`config.mk`:
```
export PLATFORM = sky130hd
export DESIGN_NAME = onehot_seq_decoder
export DESIGN_NICKNAME = d
export VERILOG_FILES = /design/src/rtl/onehot_seq_decoder.sv
export SDC_FILE = /design/constraint.sdc
export NUM_CORES = 1
export LEC_CHECK = 0
export ABC_AREA = 1
export CORE_ASPECT_RATIO = 0.9
export CORE_UTILIZATION = 50
export CTS_BUF_LIST = sky130_fd_sc_hd__clkbuf_4 sky130_fd_sc_hd__clkbuf_8
export DETAILED_ROUTE_END_ITERATION = 8
export PLACE_DENSITY = 0.81
export SETUP_SLACK_MARGIN = 0.3
export SLEW_MARGIN = 20
export SYNTH_ARGS = -nofsm -noshare
export SYNTH_HDL_FRONTEND = slang
export SYNTH_SLANG_ARGS = --single-unit
```
`constraint.sdc`:
```
create_clock -name CLK -period 1.7 [get_ports CLK]
set_clock_uncertainty 0.15 [all_clocks]
set_input_delay 0.425 -clock CLK [delete_from_list [all_inputs] [get_ports CLK]]
set_output_delay 0.425 -clock CLK [all_outputs]
set_load 0.05 [all_outputs]
```
`src/rtl/onehot_seq_decoder.sv`:
```
// Binary-to-one-hot position sequencer: steps a one-hot position vector toward a
// binary target. Define ONEHOT_SEQ_SHORTEST_PATH_EN to allow moving down when that is shorter.
module onehot_seq_decoder #(
  parameter int WIDTH = 4
) (
  input  logic                  CLK,
  input  logic                  RST,
  input  logic                  T_VALID,
  input  logic [WIDTH-1:0]      T_CODE,
  output logic                  T_READY,
  input  logic                  ABORT,
  output logic [0:2**WIDTH-1]   Q,
  output logic [WIDTH-1:0]      C,
  output logic                  DONE,
  output logic                  WRAP
);

  localparam int N = 2**WIDTH;
  localparam logic [WIDTH-1:0] LAST = WIDTH'(N - 1);

  typedef enum logic {
    IDLE,
    MOVE
  } state_t;

  state_t           state, state_next;
  logic [WIDTH-1:0] tgt, tgt_next;
  logic [WIDTH-1:0] pos_next;
  logic [0:N-1]     q_next;
  logic             done_next, wrap_next;
  logic [0:N-1]     q_up;

  // Q[0] is the leftmost bit, so rotating right moves the hot bit to the next position.
  assign q_up = {Q[N-1], Q[0:N-2]};

`ifdef ONEHOT_SEQ_SHORTEST_PATH_EN
  logic             dir_down, dir_down_next;
  logic [WIDTH-1:0] up_dist, dn_dist;
  logic [0:N-1]     q_dn;

  assign q_dn    = {Q[1:N-1], Q[0]};
  assign up_dist = T_CODE - C;
  assign dn_dist = C - T_CODE;
`endif

  assign T_READY = (state == IDLE);

  // NOTE: every signal written here gets a default first, so no path can infer a latch.
  always_comb begin
    state_next = state;
    tgt_next   = tgt;
    pos_next   = C;
    q_next     = Q;
    done_next  = 1'b0;
    wrap_next  = 1'b0;
`ifdef ONEHOT_SEQ_SHORTEST_PATH_EN
    dir_down_next = dir_down;
`endif
    unique case (state)
      IDLE: begin
        if (T_VALID) begin
          tgt_next = T_CODE;
          if (T_CODE == C) begin
            done_next = 1'b1;
          end else begin
            state_next = MOVE;
`ifdef ONEHOT_SEQ_SHORTEST_PATH_EN
            // Ties go up; the direction stays fixed until the move ends.
            dir_down_next = (dn_dist < up_dist);
`endif
          end
        end
      end
      MOVE: begin
        if (ABORT) begin
          state_next = IDLE;
        end else begin
`ifdef ONEHOT_SEQ_SHORTEST_PATH_EN
          if (dir_down) begin
            pos_next  = C - WIDTH'(1);
            q_next    = q_dn;
            wrap_next = (C == '0);
          end else begin
            pos_next  = C + WIDTH'(1);
            q_next    = q_up;
            wrap_next = (C == LAST);
          end
`else
          pos_next  = C + WIDTH'(1);
          q_next    = q_up;
          wrap_next = (C == LAST);
`endif
          if (pos_next == tgt) begin
            state_next = IDLE;
            done_next  = 1'b1;
          end
        end
      end
      default: state_next = IDLE;
    endcase
  end

  // NOTE: state registers use non-blocking assignments so all of them update from
  // the same pre-edge values; Q and C therefore can never be skewed.
  always_ff @(posedge CLK or posedge RST) begin
    if (RST) begin
      state <= IDLE;
      tgt   <= '0;
      C     <= '0;
      Q     <= {1'b1, {(N-1){1'b0}}};
      DONE  <= 1'b0;
      WRAP  <= 1'b0;
`ifdef ONEHOT_SEQ_SHORTEST_PATH_EN
      dir_down <= 1'b0;
`endif
    end else begin
      state <= state_next;
      tgt   <= tgt_next;
      C     <= pos_next;
      Q     <= q_next;
      DONE  <= done_next;
      WRAP  <= wrap_next;
`ifdef ONEHOT_SEQ_SHORTEST_PATH_EN
      dir_down <= dir_down_next;
`endif
    end
  end

endmodule

```
==> run_results.csv, run 1 <==
group,metric,value,unit
sta,fmax,610,MHz
critical_path,worstPathRequired,1.12,ns
logic_synthesis,async_reset_ff_share,100,%
critical_path,reg2reg_from,"C[0]",
power_and_ir_drop,power_density,2290,nW/um2
logic_synthesis,ys_seq_area_share,56.1,%
routing,drt_iter0_drc,91,
cts,htreeDepth,1,
sta,slew_violations,0,
logic_synthesis,synth.most_common_cell,"nand2_1",
cts,cts_tree,"yes",
critical_path,worstReg2RegEnd,"state",
logic_synthesis,syn_avg_cell_area,8.44,um2
cts,cts_root_buffer,"clkbuf_4",
critical_path,crit_family,"flip-flops",
critical_path,crit_path_max_incr_delay,0.59,ns
critical_path,start_kind,"register",
die,dieArea,2620,um2
grt,grt_overflow_total,0,
cts,clock_sinks,27,
logic_synthesis,ys_types,21,
logic_synthesis,syn_area,1210,um2
place,place.port_buffers,30,
critical_path,end_kind,"output pin",
grt,grt_pass1_wl,5920,um
logic_synthesis,synth_top_area_share,53.9,%
critical_path,path_buf_inv,1,
cells_and_area,multiInputGateArea,488,um2
die,die-width,53.8,um
logic_synthesis,synth_seq_cells,27,
sta,tns,0,ns
cells_and_area,n_antenna_cell,0,
logic_synthesis,ys.flop_type,"dfrtp_1",
logic_synthesis,yosys-top-cells-area,"dfrtp_1 54%, nand2_1 21%, o21ai_0 3.3%",
critical_path,path_depth,1,
sta,hold_viol_final,0,
logic_synthesis,synth_area_leader_cell,"dfrtp_1",
critical_path,r2r_slack,0.10,ns
sta,min_period,1.64,ns
cells_and_area,fin_nets,207,
sta,tightest_slew,0.278,ns
grt,grt_pass1_vias,1246,
critical_path,crit_path_cell_trace,"buf_12",
cts,clkTransAtPathRegs,0.15,ns
sta,fin_hold_ws,0.160,ns
sta,slew_headroom,81.4,%
logic_synthesis,yosys_warnings,0,
cts,cts_buffer_depth,2,
hold_path,min_path_type,"in2async",
routing,antenna_left,0,
die,rows,16,
routing,drcViolationCount,0,
cts,postCtsHoldBufs,0,
logic_synthesis,syn-num-nets,152,
power_and_ir_drop,p_leak,1.02,nW
cells_and_area,seqCellArea,683,um2
die,die_y,48.6,um
critical_path,path_class,"reg2out",
sta,setup_viol,0,
place,place_area,1810,um2
sta,finalCritPeriodShare,96.5,%
cells_and_area,fillerInstances,89,
cts,clock_latency,0.33,ns
cells_and_area,drive_gt1_share,34.5,%
run_status,run_status,"completed",
routing,post_drt_via_cell_ratio,5.79,
routing,routedWlPerCell,19.6,um
critical_path,critical_path.max_fanout,2,
die,coreArea,2220,um2
routing,dr.pass1.iters,6,
critical_path,r2r_cells,8,
routing,routed_wirelength,4390,um
cells_and_area,area_growth,66.3,%
critical_path,worst_path_max_delay_cell,"dfstp_2",
place,dp_hpwl,2220,um
logic_synthesis,synth_edf_count,0,
grt,antenna_found_initial,0,
critical_path,critical_path_arrival,1.06,ns
logic_synthesis,synthTopCellsByCount,"68 x nand2_1, 26 x dfrtp_1, 10 x inv_1",
sta,rsz0062_at_grt,"yes",
grt,gr-usage-all-layers,31.5,%
logic_synthesis,syn_inst,143,
place,gp_congestion,0.932,
grt,grt_max_degree,21,
die,initial_utilization,54.3,%
cts,cts_buffers,3,
power_and_ir_drop,vdd_ir_drop_max,0.00185,V
die,io_pins,31,
job,drv_cap,0,
cells_and_area,final_area,2010,um2
routing,vias,1297,
-- cell families after synthesis --
logic type | count (synthesis) | synth area share [%]
AO/OA/AOI/OAI | 9 | 4.04
XOR/XNOR | 5 | 3.63
adder cells (fa/ha/maj) | 1 | 1.04
buffers and inverters | 16 | 6.01
flip-flops | 27 | 56.1
AND/OR/NAND/NOR | 85 | 29.2
-- cells in the final DEF, fill, tap and decap left out, types with 3 or more instances in the layout --
| cell | n |
|---|---|
| nand2_1 | 67 |
| buf_12 | 24 |
| buf_4 | 23 |
| dfrtp_1 | 21 |
| inv_1 | 9 |
| o21ai_0 | 8 |
| clkdlybuf4s50_1 | 7 |
| nand3_1 | 6 |
| dfrtp_2 | 5 |
| xor2_1 | 3 |
| clkbuf_4 | 3 |
-- stage by stage --
| stage | utilization [%] | worst slack [ns] | instances | total power [mW] |
|---|---|---|---|---|
| floorplan | - | 0.193 | 143 | 2.52 |
| global placement | 81.3 | 0.0526 | 200 | 3.64 |
| detailed placement | 81.3 | -0.0318 | 200 | 3.73 |
| CTS | 88.6 | 0.0663 | 220 | 4.35 |
| global route | 90.4 | 0.0129 | 224 | 4.76 |
| finish | 90.4 | 0.0602 | 224 | 4.60 |
-- flip-flops by register name, summed over array words and instances, names as in the netlist --
| register | cells |
|---|---|
| Q | 16 |
| C | 4 |
| tgt | 4 |
| DONE | 1 |
| WRAP | 1 |
| state | 1 |
-- timing repair --
| action | 4_1_cts | 5_1_grt |
|---|---|---|
| setup buffers | 16 | 4 |
| pin swaps | 0 | 0 |
| setup endpoints to repair | 25 | 25 |
| resized for setup | 5 | 2 |
-- report_power, final --
group | internal [mW] | total [mW] | switching (mW)
clock network | 0.0886 | 0.290 | 0.201
registers | 0.914 | 1.24 | 0.322
logic | 1.40 | 3.08 | 1.67
-- how the worst max path moves through the flow --
stage / from / to / slack, ns
6_report: Q[0] / Q[0] / 0.06
3_5_place_dp: T_CODE[3] / state / -0.03
4_1_cts: Q[0] / Q[0] / 0.07
5_1_grt: Q[0] / Q[0] / 0.01
3_3_place_gp: T_CODE[0] / state / 0.05
2_1_floorplan: C[1] / state / 0.19
-- final cells by class --
cell class | count | share of cell area, %
timing repair buffer | 55 | 36.6
clock buffer | 3 | 1.12
tap | 27 | 1.68
sequential | 27 | 34.0
multi-input combinational | 100 | 24.3
clock inverter | 1 | 0.249
inverter | 11 | 2.06
-- per-layer routing --
metal | share of wire, % | track usage (%) | vias up
li1 | - | - | 548
met2 | 49 | 50.8 | 105
met4 | 7.9 | 13.2 | 0
met5 | 0 | 0 | -
met1 | 34 | 38.2 | 603
met3 | 9.3 | 9.12 | 41
No activity file was read; power rests on OpenSTA's default activity.
==> inputs of run 2 (changes only) <==
- CAP_MARGIN: unset -> 10
- CELL_PAD_IN_SITES_DETAIL_PLACEMENT: unset -> 1
- CELL_PAD_IN_SITES_GLOBAL_PLACEMENT: unset -> 2
- CORE_UTILIZATION: 50 -> 29
- PLACE_DENSITY: 0.81 -> unset
- PLACE_DENSITY_LB_ADDON: unset -> 0.1
==> run_results.csv, run 2 (synthesis results as in run 1) <==
group,metric,value,unit
run_status,run_status,"completed",
place,dp.cells,222,
routing,post_drt_via_cell_ratio,4.52,
cells_and_area,fin_nets,215,
grt,antenna_found_initial,0,
cells_and_area,final_cell_mix,"67 x nand2_1, 30 x buf_4, 23 x buf_12",
sta,fmax,644,MHz
grt,gr-usage-all-layers,17.1,%
critical_path,path_buf_inv,1,
routing,drcViolationCount,0,
hold_path,min_path_type,"in2async",
cells_and_area,top_regs,"Q (16), C (4), tgt (4)",
cts,clkTransAtPathRegs,0.09,ns
cells_and_area,largest_reg_flops,16,
grt,grt_pass1_vias,1225,
sta,fin_hold_ws,0.252,ns
cells_and_area,final_common_cell,"nand2_1",
power_and_ir_drop,vdd_ir_drop_max,0.00106,V
sta,rsz0062_at_grt,"yes",
sta,finalCritPeriodShare,91.3,%
grt,grt_max_degree,17,
sta,slew_headroom,78.5,%
cts,cts_buffer_depth,2,
die,die_y,63.2,um
cts,clock_sinks,27,
die,coreArea,3860,um2
sta,slew_violations,0,
place,dp_hpwl,2430,um
sta,hold_viol_final,0,
cells_and_area,drive_gt1_share,36.6,%
routing,vias,1135,
die,die-width,70.0,um
cells_and_area,instances_no_fill,251,
routing,dr.pass1.iters,4,
cts,cts_tree,"yes",
sta,tns,0,ns
critical_path,end_kind,"output pin",
routing,antenna_left,0,
sta,min_period,1.55,ns
grt,grt_pass1_wl,5880,um
job,drv_cap,0,
critical_path,path_depth,1,
critical_path,worstPathRequired,1.12,ns
routing,drt_iter0_drc,36,
sta,tightest_slew,0.323,ns
sta,setup_ws,0.147,ns
power_and_ir_drop,power_density,2180,nW/um2
cells_and_area,fillerInstances,448,
die,io_pins,31,
critical_path,path_class,"reg2out",
critical_path,critical_path.max_fanout,2,
cts,cts_buffers,3,
place,gp_congestion,0.728,
power_and_ir_drop,p_leak,1.07,nW
cells_and_area,area_growth,74.1,%
place,place.port_buffers,30,
critical_path,start_kind,"register",
cells_and_area,largest-register,"Q",
sta,setup_viol,0,
cts,clock_latency,0.27,ns
routing,routed_wirelength,3500,um
critical_path,critical_path_arrival,0.98,ns
die,initial_utilization,31.3,%
critical_path,r2r_cells,7,
critical_path,worst_path_max_delay_cell,"dfstp_2",
place,place_ws,-0.0268,ns
critical_path,crit_path_cell_trace,"buf_12",
cts,htreeDepth,1,
cells_and_area,n_antenna_cell,0,
grt,grt_overflow_total,0,
die,rows,21,
routing,routedWlPerCell,13.9,um
critical_path,crit_path_max_incr_delay,0.57,ns
critical_path,crit_family,"flip-flops",
cts,cts_root_buffer,"clkbuf_8",
die,dieArea,4430,um2
-- run 2: changes by cell type in the layout (fill, tap and decap cells not counted), moves of 2 or more --
cell and change:
clkbuf_4 -2, buf_6 +2, clkbuf_8 +3, buf_4 +7
-- run 2: timing repair --
item / in CTS / in global routing
buffers inserted: 21 / 4
setup endpoints to repair: 25 / 39
hold buffers: 0 / 0
pin swaps: 1 / 2
gates resized for setup: 5 / 5
-- run 2: metrics by stage --
stage / util (%) / total power, mW / instance area, um2
floorplan: - / 2.52 / 1220
global placement: 47.7 / 3.72 / 1840
detailed placement: 47.7 / 3.77 / 1840
CTS: 53.4 / 4.54 / 2060
global route: 54.4 / 4.86 / 2100
finish: 54.4 / 4.59 / 2100
-- run 2: report_power, final --
| part | switching (mW) | total (mW) | internal [mW] | leakage (nW) |
|---|---|---|---|---|
| Clock | 0.199 | 0.383 | 0.184 | 0.0262 |
| Sequential | 0.307 | 1.22 | 0.914 | 0.350 |
| Combinational | 1.52 | 2.99 | 1.47 | 0.694 |
| Total | 2.02 | 4.59 | 2.56 | 1.07 |
-- run 2: area by class of cell --
class	instances	area [um2]	share of cell area, %
Multi-Input combinational cell	100	480	22.9
Sequential cell	27	682	32.4
Timing Repair Buffer	63	792	37.7
Tap cell	46	57.6	2.74
Inverter	11	41.3	1.96
Clock buffer	4	48.8	2.32
-- run 2: final timing paths --
kind	slack (ns)	endpoint	startpoint
worst max-delay path	0.15	Q[0]	Q[0]
worst min-delay path	0.25	Q[2]	RST
worst max register to register	0.19	state	C[0]
worst min register to register	0.38	tgt[0]	tgt[0]
max in group asynchronous	0.68	C[2]	RST
min in group CLK	0.38	tgt[0]	tgt[0]
-- run 2: routing by layer --
| layer | part of all wire (%) | up-vias | GRT usage, % |
|---|---|---|---|
| li1 | - | 561 | - |
| met1 | 45 | 551 | 21.8 |
| met2 | 51 | 19 | 29.0 |
| met3 | 3.7 | 4 | 4.16 |
| met4 | 0.91 | 0 | 4.50 |
| met5 | 0 | - | 0 |
==> patch 1: new RTL, config.mk and constraints of run 2 <==
`WIDTH`: 4 -> 3.
--- a/src/rtl/onehot_seq_decoder.sv
+++ b/src/rtl/onehot_seq_decoder.sv
@@ -1,7 +1,7 @@
 // Binary-to-one-hot position sequencer: steps a one-hot position vector toward a
 // binary target. Define ONEHOT_SEQ_SHORTEST_PATH_EN to allow moving down when that is shorter.
 module onehot_seq_decoder #(
-  parameter int WIDTH = 4
+  parameter int WIDTH = 3
 ) (
   input  logic                  CLK,
   input  logic                  RST,
Ports: changed (resized C, Q and T_CODE); port bits go from 31 to 21. No check against the original RTL was run, so the function may have changed too.
==> patch 1 against run 2 <==
The run now ends with DRC left; worst setup slack got worse by 0.022 ns; power down 41%; wire length fell by 43%; design area down 35%; synthesized area shrank 35%; register-to-register slack about the same; via count fell by 35%; synthesized cell count decreased by 35%; sequential cell count decreased by 10; first-iteration DRC count fell by 58%; critical endpoint unchanged; largest cell class unchanged; highest routed layer unchanged.
==> patch 1: results (changes against run 2) <==
| Metric | Value |
|---|---|
| Outcome | `finished with violations (was finished, final reports clean)` |
| Failing checks | `DRC` |
| Critical register-to-register path startpoint | `C[1] (was C[0])` |
| Met2 WL post-DR | `961 µm (was 1770 µm)` |
| All-layer global routing usage | `15.8% (was 17.1%)` |
| Clock buffer count from CTS | `3 (unchanged)` |
| Vias in the first global route | `751 (was 1225)` |
| Total placed instance area | `1200 µm² (was 1840 µm²)` |
| DR WL met3 | `103 µm (was 130 µm)` |
| Most instantiated cells after synthesis | `sky130_fd_sc_hd__nand2_1, sky130_fd_sc_hd__dfrtp_1, sky130_fd_sc_hd__inv_1 (unchanged)` |
| Share of the synthesized area in the top cell type | `51.1% (was 53.9%)` |
| Clock latency of the later-clocked register in the worst-skew pair | `0.29 ns (was 0.27 ns)` |
| Drt first pass iters | `6 (was 4)` |
| Number of nets in the layout | `144 (was 215)` |
| Count of input and output buffers | `20 (was 30)` |
| Largest cells by area after synthesis | `sky130_fd_sc_hd__dfrtp_1, sky130_fd_sc_hd__nand2_1, sky130_fd_sc_hd__inv_1, sky130_fd_sc_hd__dfstp_2, sky130_fd_sc_hd__ha_1 (was sky130_fd_sc_hd__dfrtp_1, sky130_fd_sc_hd__nand2_1, sky130_fd_sc_hd__o21ai_0, sky130_fd_sc_hd__inv_1, sky130_fd_sc_hd__xor2_1)` |
| # fillers | `302 (was 448)` |
| Initial antenna violation count | `0 (unchanged)` |
| Share of layout cells above drive strength 1 | `36.6% (about the same)` |
| Leakage power summed over all cells | `0.694 nW (was 1.07 nW)` |
| Final HPWL from detailed placement | `1410 µm (was 2430 µm)` |
| Final weighted congestion in routability-driven placement | `0.808 (was 0.728)` |
| Iter 0 DRT Violations | `15 (was 36)` |
| Number of warnings issued by yosys | `0 (unchanged)` |
| Count of different cell masters after synthesis | `15 (was 21)` |
| Origin of the worst setup path | `Q[0] (unchanged)` |
| Root Buffer | `sky130_fd_sc_hd__clkbuf_4 (was sky130_fd_sc_hd__clkbuf_8)` |
| Detailed-routing wirelength on met1 | `920 µm (was 1560 µm)` |
| First-pass GRT wire length | `3460 µm (was 5880 µm)` |
| Transition time of the tightest slew-check pin | `0.221 ns (was 0.323 ns)` |
| Registers with the highest flip-flop counts | `Q: 8 flops, C: 3 flops, tgt: 3 flops (was Q: 16 flops, C: 4 flops, tgt: 4 flops)` |
| Maximum number of pins on one net before global-route repair | `18 (was 17)` |
| Critical Path AT | `1.00 ns (was 0.98 ns)` |
| Residual DRC count | `4 (was 0)` |
| Post-synthesis sequential area ratio | `54.5% (was 56.1%)` |
| Average via count per standard cell | `4.54 (was 4.52)` |
| Antenna Diode Count | `0 (unchanged)` |
| Max rail drop VDD | `0.841 mV (was 1.06 mV)` |
| Clock input transition at the sequential cells of the worst setup and hold paths | `roughly 0.1 ns` |
| Synthesized net count | `102 (was 152)` |
| Detailed-route wire length | `2000 µm (was 3500 µm)` |
-- patch 1: cell types whose count changed in the layout (fill, tap and decap cells not counted), sizes merged, moves of 2 or more --
cell,delta
nand2,-25
dfrtp,-10
nor3,-2
nand3,-4
xor2,-3
inv,+2
buf,-24
o21ai,-2
-- patch 1: power by group --
part / switching (W) / total (W) / internal [W] / leakage (nW)
sequential: 0.000179 / 0.000744 / 0.000565 / 0.217
clock: 0.000126 / 0.000214 / 0.0000874 / 0.0177
combinational: 0.000889 / 0.00176 / 0.000872 / 0.460
-- patch 1: worst min-delay path: stages --
cell and delay (ns):
sky130_fd_sc_hd__clkdlybuf4s50_1 0.40, sky130_fd_sc_hd__inv_1 0.05, sky130_fd_sc_hd__buf_4 0.24
-- patch 1: cell type report --
cell class	instances	area, µm²	share of cell area (%)
Clock inverter	1	5.00	0.368
Clock buffer	3	22.5	1.66
Inverter	13	48.8	3.59
Multi-Input combinational cell	62	329	24.2
Tap cell	28	35.0	2.58
Timing Repair Buffer	38	488	35.9
Sequential cell	17	430	31.7
-- patch 1: per-layer routing --
| metal | global-route usage, % | up-vias |
|---|---|---|
| met5 | 0 | - |
| met4 | 2.44 | 0 |
| met3 | 4.81 | 2 |
| met2 | 27.6 | 21 |
| met1 | 19.7 | 348 |
| li1 | - | 365 |
-- patch 1: through the flow --
step | hold slack (ns) | utilization, % | std cells | power (W) | worst slack [ns]
2_1_floorplan | 0.200 | - | 93 | 0.00154 | 0.169
3_3_place_gp | 0.336 | 47.8 | 143 | 0.00221 | 0.0571
3_5_place_dp | 0.357 | 47.8 | 143 | 0.00225 | 0.00740
4_1_cts | 0.288 | 52.9 | 160 | 0.00268 | 0.105
5_1_grt | 0.310 | 54.1 | 162 | 0.00289 | 0.0796
6_report | 0.288 | 54.1 | 162 | 0.00272 | 0.125
-- patch 1: cell families (layout without fill, tap and decap cells) --
family                   Yosys count  in the layout  synth area share [%]
flip-flops                        17             17                  54.5
XOR/XNOR                           3              3                  3.36
buffers and inverters             14             55                  7.67
AND/OR/NAND/NOR                   51             51                  27.5
adder cells (fa/ha/maj)            2              2                  3.19
AO/OA/AOI/OAI                      6              6                  3.83
-- patch 1: final timing paths --
kind | end | slack [ns] | depth (start not counted)
setup reg to reg | state | 0.19 | 7
min in group CLK | tgt[1] | 0.41 | 2
hold reg to reg | tgt[1] | 0.41 | 2
hold / removal | tgt[2] | 0.29 | 3
max in group asynchronous | Q[0] | 0.86 | 3
setup / recovery | Q[0] | 0.13 | 1
-- patch 1: timing repair --
item                                   4_1_cts  5_1_grt
pin swaps                                    5        5
setup buffers                               13        2
gates resized for setup                      3        1
endpoints found under the hold margin        0        0
setup endpoints to repair                   16       23
==> patch 2: new RTL, flow settings as in run 2 <==
Without the edit above. Make the reset (`RST`) synchronous in one clocked block.
--- a/src/rtl/onehot_seq_decoder.sv
+++ b/src/rtl/onehot_seq_decoder.sv
@@ -102,7 +102,7 @@
 
   // NOTE: state registers use non-blocking assignments so all of them update from
   // the same pre-edge values; Q and C therefore can never be skewed.
-  always_ff @(posedge CLK or posedge RST) begin
+  always_ff @(posedge CLK) begin
     if (RST) begin
       state <= IDLE;
       tgt   <= '0;
Function: differs if RST is asserted again (counterexample within 4 cycles, from zero or initial values and one cycle with RST high); with RST held inactive, the same outputs for 10 cycles.
==> patch 2 against run 2 <==
Worst setup slack better by 0.12 ns; register-to-register slack gained 0.08 ns; sequential cell count stayed put; synthesized area is 5.2% lower; cell count down 6.4%; synthesized cell count up 4.2%; critical path depth grew 9; wire length down 8.7%; design area down 6.9%; die area shrank 5.0%; largest cell class unchanged.
Power is not compared: it rests on default switching activity, and its combinational part moved more than twofold at a synthesized area within 25%.
==> patch 2: results (changes against run 2) <==
| Metric | Value |
|---|---|
| # fillers | `443 (was 448)` |
| Critical Path AT | `1.45 ns (was 0.98 ns)` |
| Maximum number of pins on one net before global-route repair | `27 (was 17)` |
| Post-synthesis area per instance | `7.68 µm² (was 8.44 µm²)` |
| Adder and majority gate portion of the synthesized area | `1.09% (was 1.04%)` |
| Synthesized net count | `158 (was 152)` |
| Outcome | `finished, final reports clean (unchanged)` |
| Number of gates resized after cts | `21 (was 5)` |
| Clock-cell share of area | `2.49% (was 2.32%)` |
| Grt met2 use | `31.9% (was 29.0%)` |
| Crit-path leading delay family | `simple AND/OR/NAND/NOR gates (was flip-flops)` |
| Total of plain and repair buffers excluding clock buffers | `44 (was 63)` |
| Top_reg_cell synth | `sky130_fd_sc_hd__dfxtp_1 (was sky130_fd_sc_hd__dfrtp_1)` |
| Met3 Track Usage GR | `5.00% (was 4.16%)` |
| Total placed instance area | `1780 µm² (was 1840 µm²)` |
| Met2 WL post-DR | `1660 µm (was 1770 µm)` |
| Synthesized-area fraction occupied by ao, oa, aoi and oai cells | `12.3% (was 4.04%)` |
| Most instantiated cells after synthesis | `sky130_fd_sc_hd__nor2_1, sky130_fd_sc_hd__dfxtp_1, sky130_fd_sc_hd__o21ai_0 (was sky130_fd_sc_hd__nand2_1, sky130_fd_sc_hd__dfrtp_1, sky130_fd_sc_hd__inv_1)` |
| Multi-input gates | `104 (was 100)` |
| Most repeated cell in the gate-level netlist after synthesis | `sky130_fd_sc_hd__nor2_1 (was sky130_fd_sc_hd__nand2_1)` |
| Vias in the first global route | `1185 (was 1225)` |
| Area of the multi-input gates | `568 µm² (was 480 µm²)` |
| Worst reg2reg endpoint | `state (unchanged)` |
| Average via count per standard cell | `4.74 (was 4.52)` |
| Post-synthesis sequential area ratio | `47.2% (was 56.1%)` |
| Share of layout cells above drive strength 1 | `43.4% (was 36.6%)` |
==> patch 2: cell count changes after synthesis, moves of 2 or more <==
cell                      change
sky130_fd_sc_hd__nand2_2      +2
sky130_fd_sc_hd__o21ai_0     +14
sky130_fd_sc_hd__a21oi_1      +3
sky130_fd_sc_hd__nor2_1      +38
sky130_fd_sc_hd__inv_1        -2
sky130_fd_sc_hd__nand3_2      +2
sky130_fd_sc_hd__dfrtp_1     -26
sky130_fd_sc_hd__nor3_1       -2
sky130_fd_sc_hd__nand2_1     -56
sky130_fd_sc_hd__dfxtp_1     +27
==> patch 2: through the flow <==
stage	TNS, ns	utilization (%)	hold slack [ns]
floorplan	0	-	0.294
global placement	0	47.3	0.308
detailed placement	-0.0224	47.3	0.315
CTS	0	50.6	0.335
global route	0	52.1	0.347
finish	0	52.1	0.327
==> patch 2: logic make-up (layout without fill, tap and decap cells) <==
logic type	count (synthesis)	count (layout)
fa+ha+maj	1	1
flops	27	27
compound gates	27	27
simple gates	70	70
buf+inv	18	58
xor+xnor	6	6
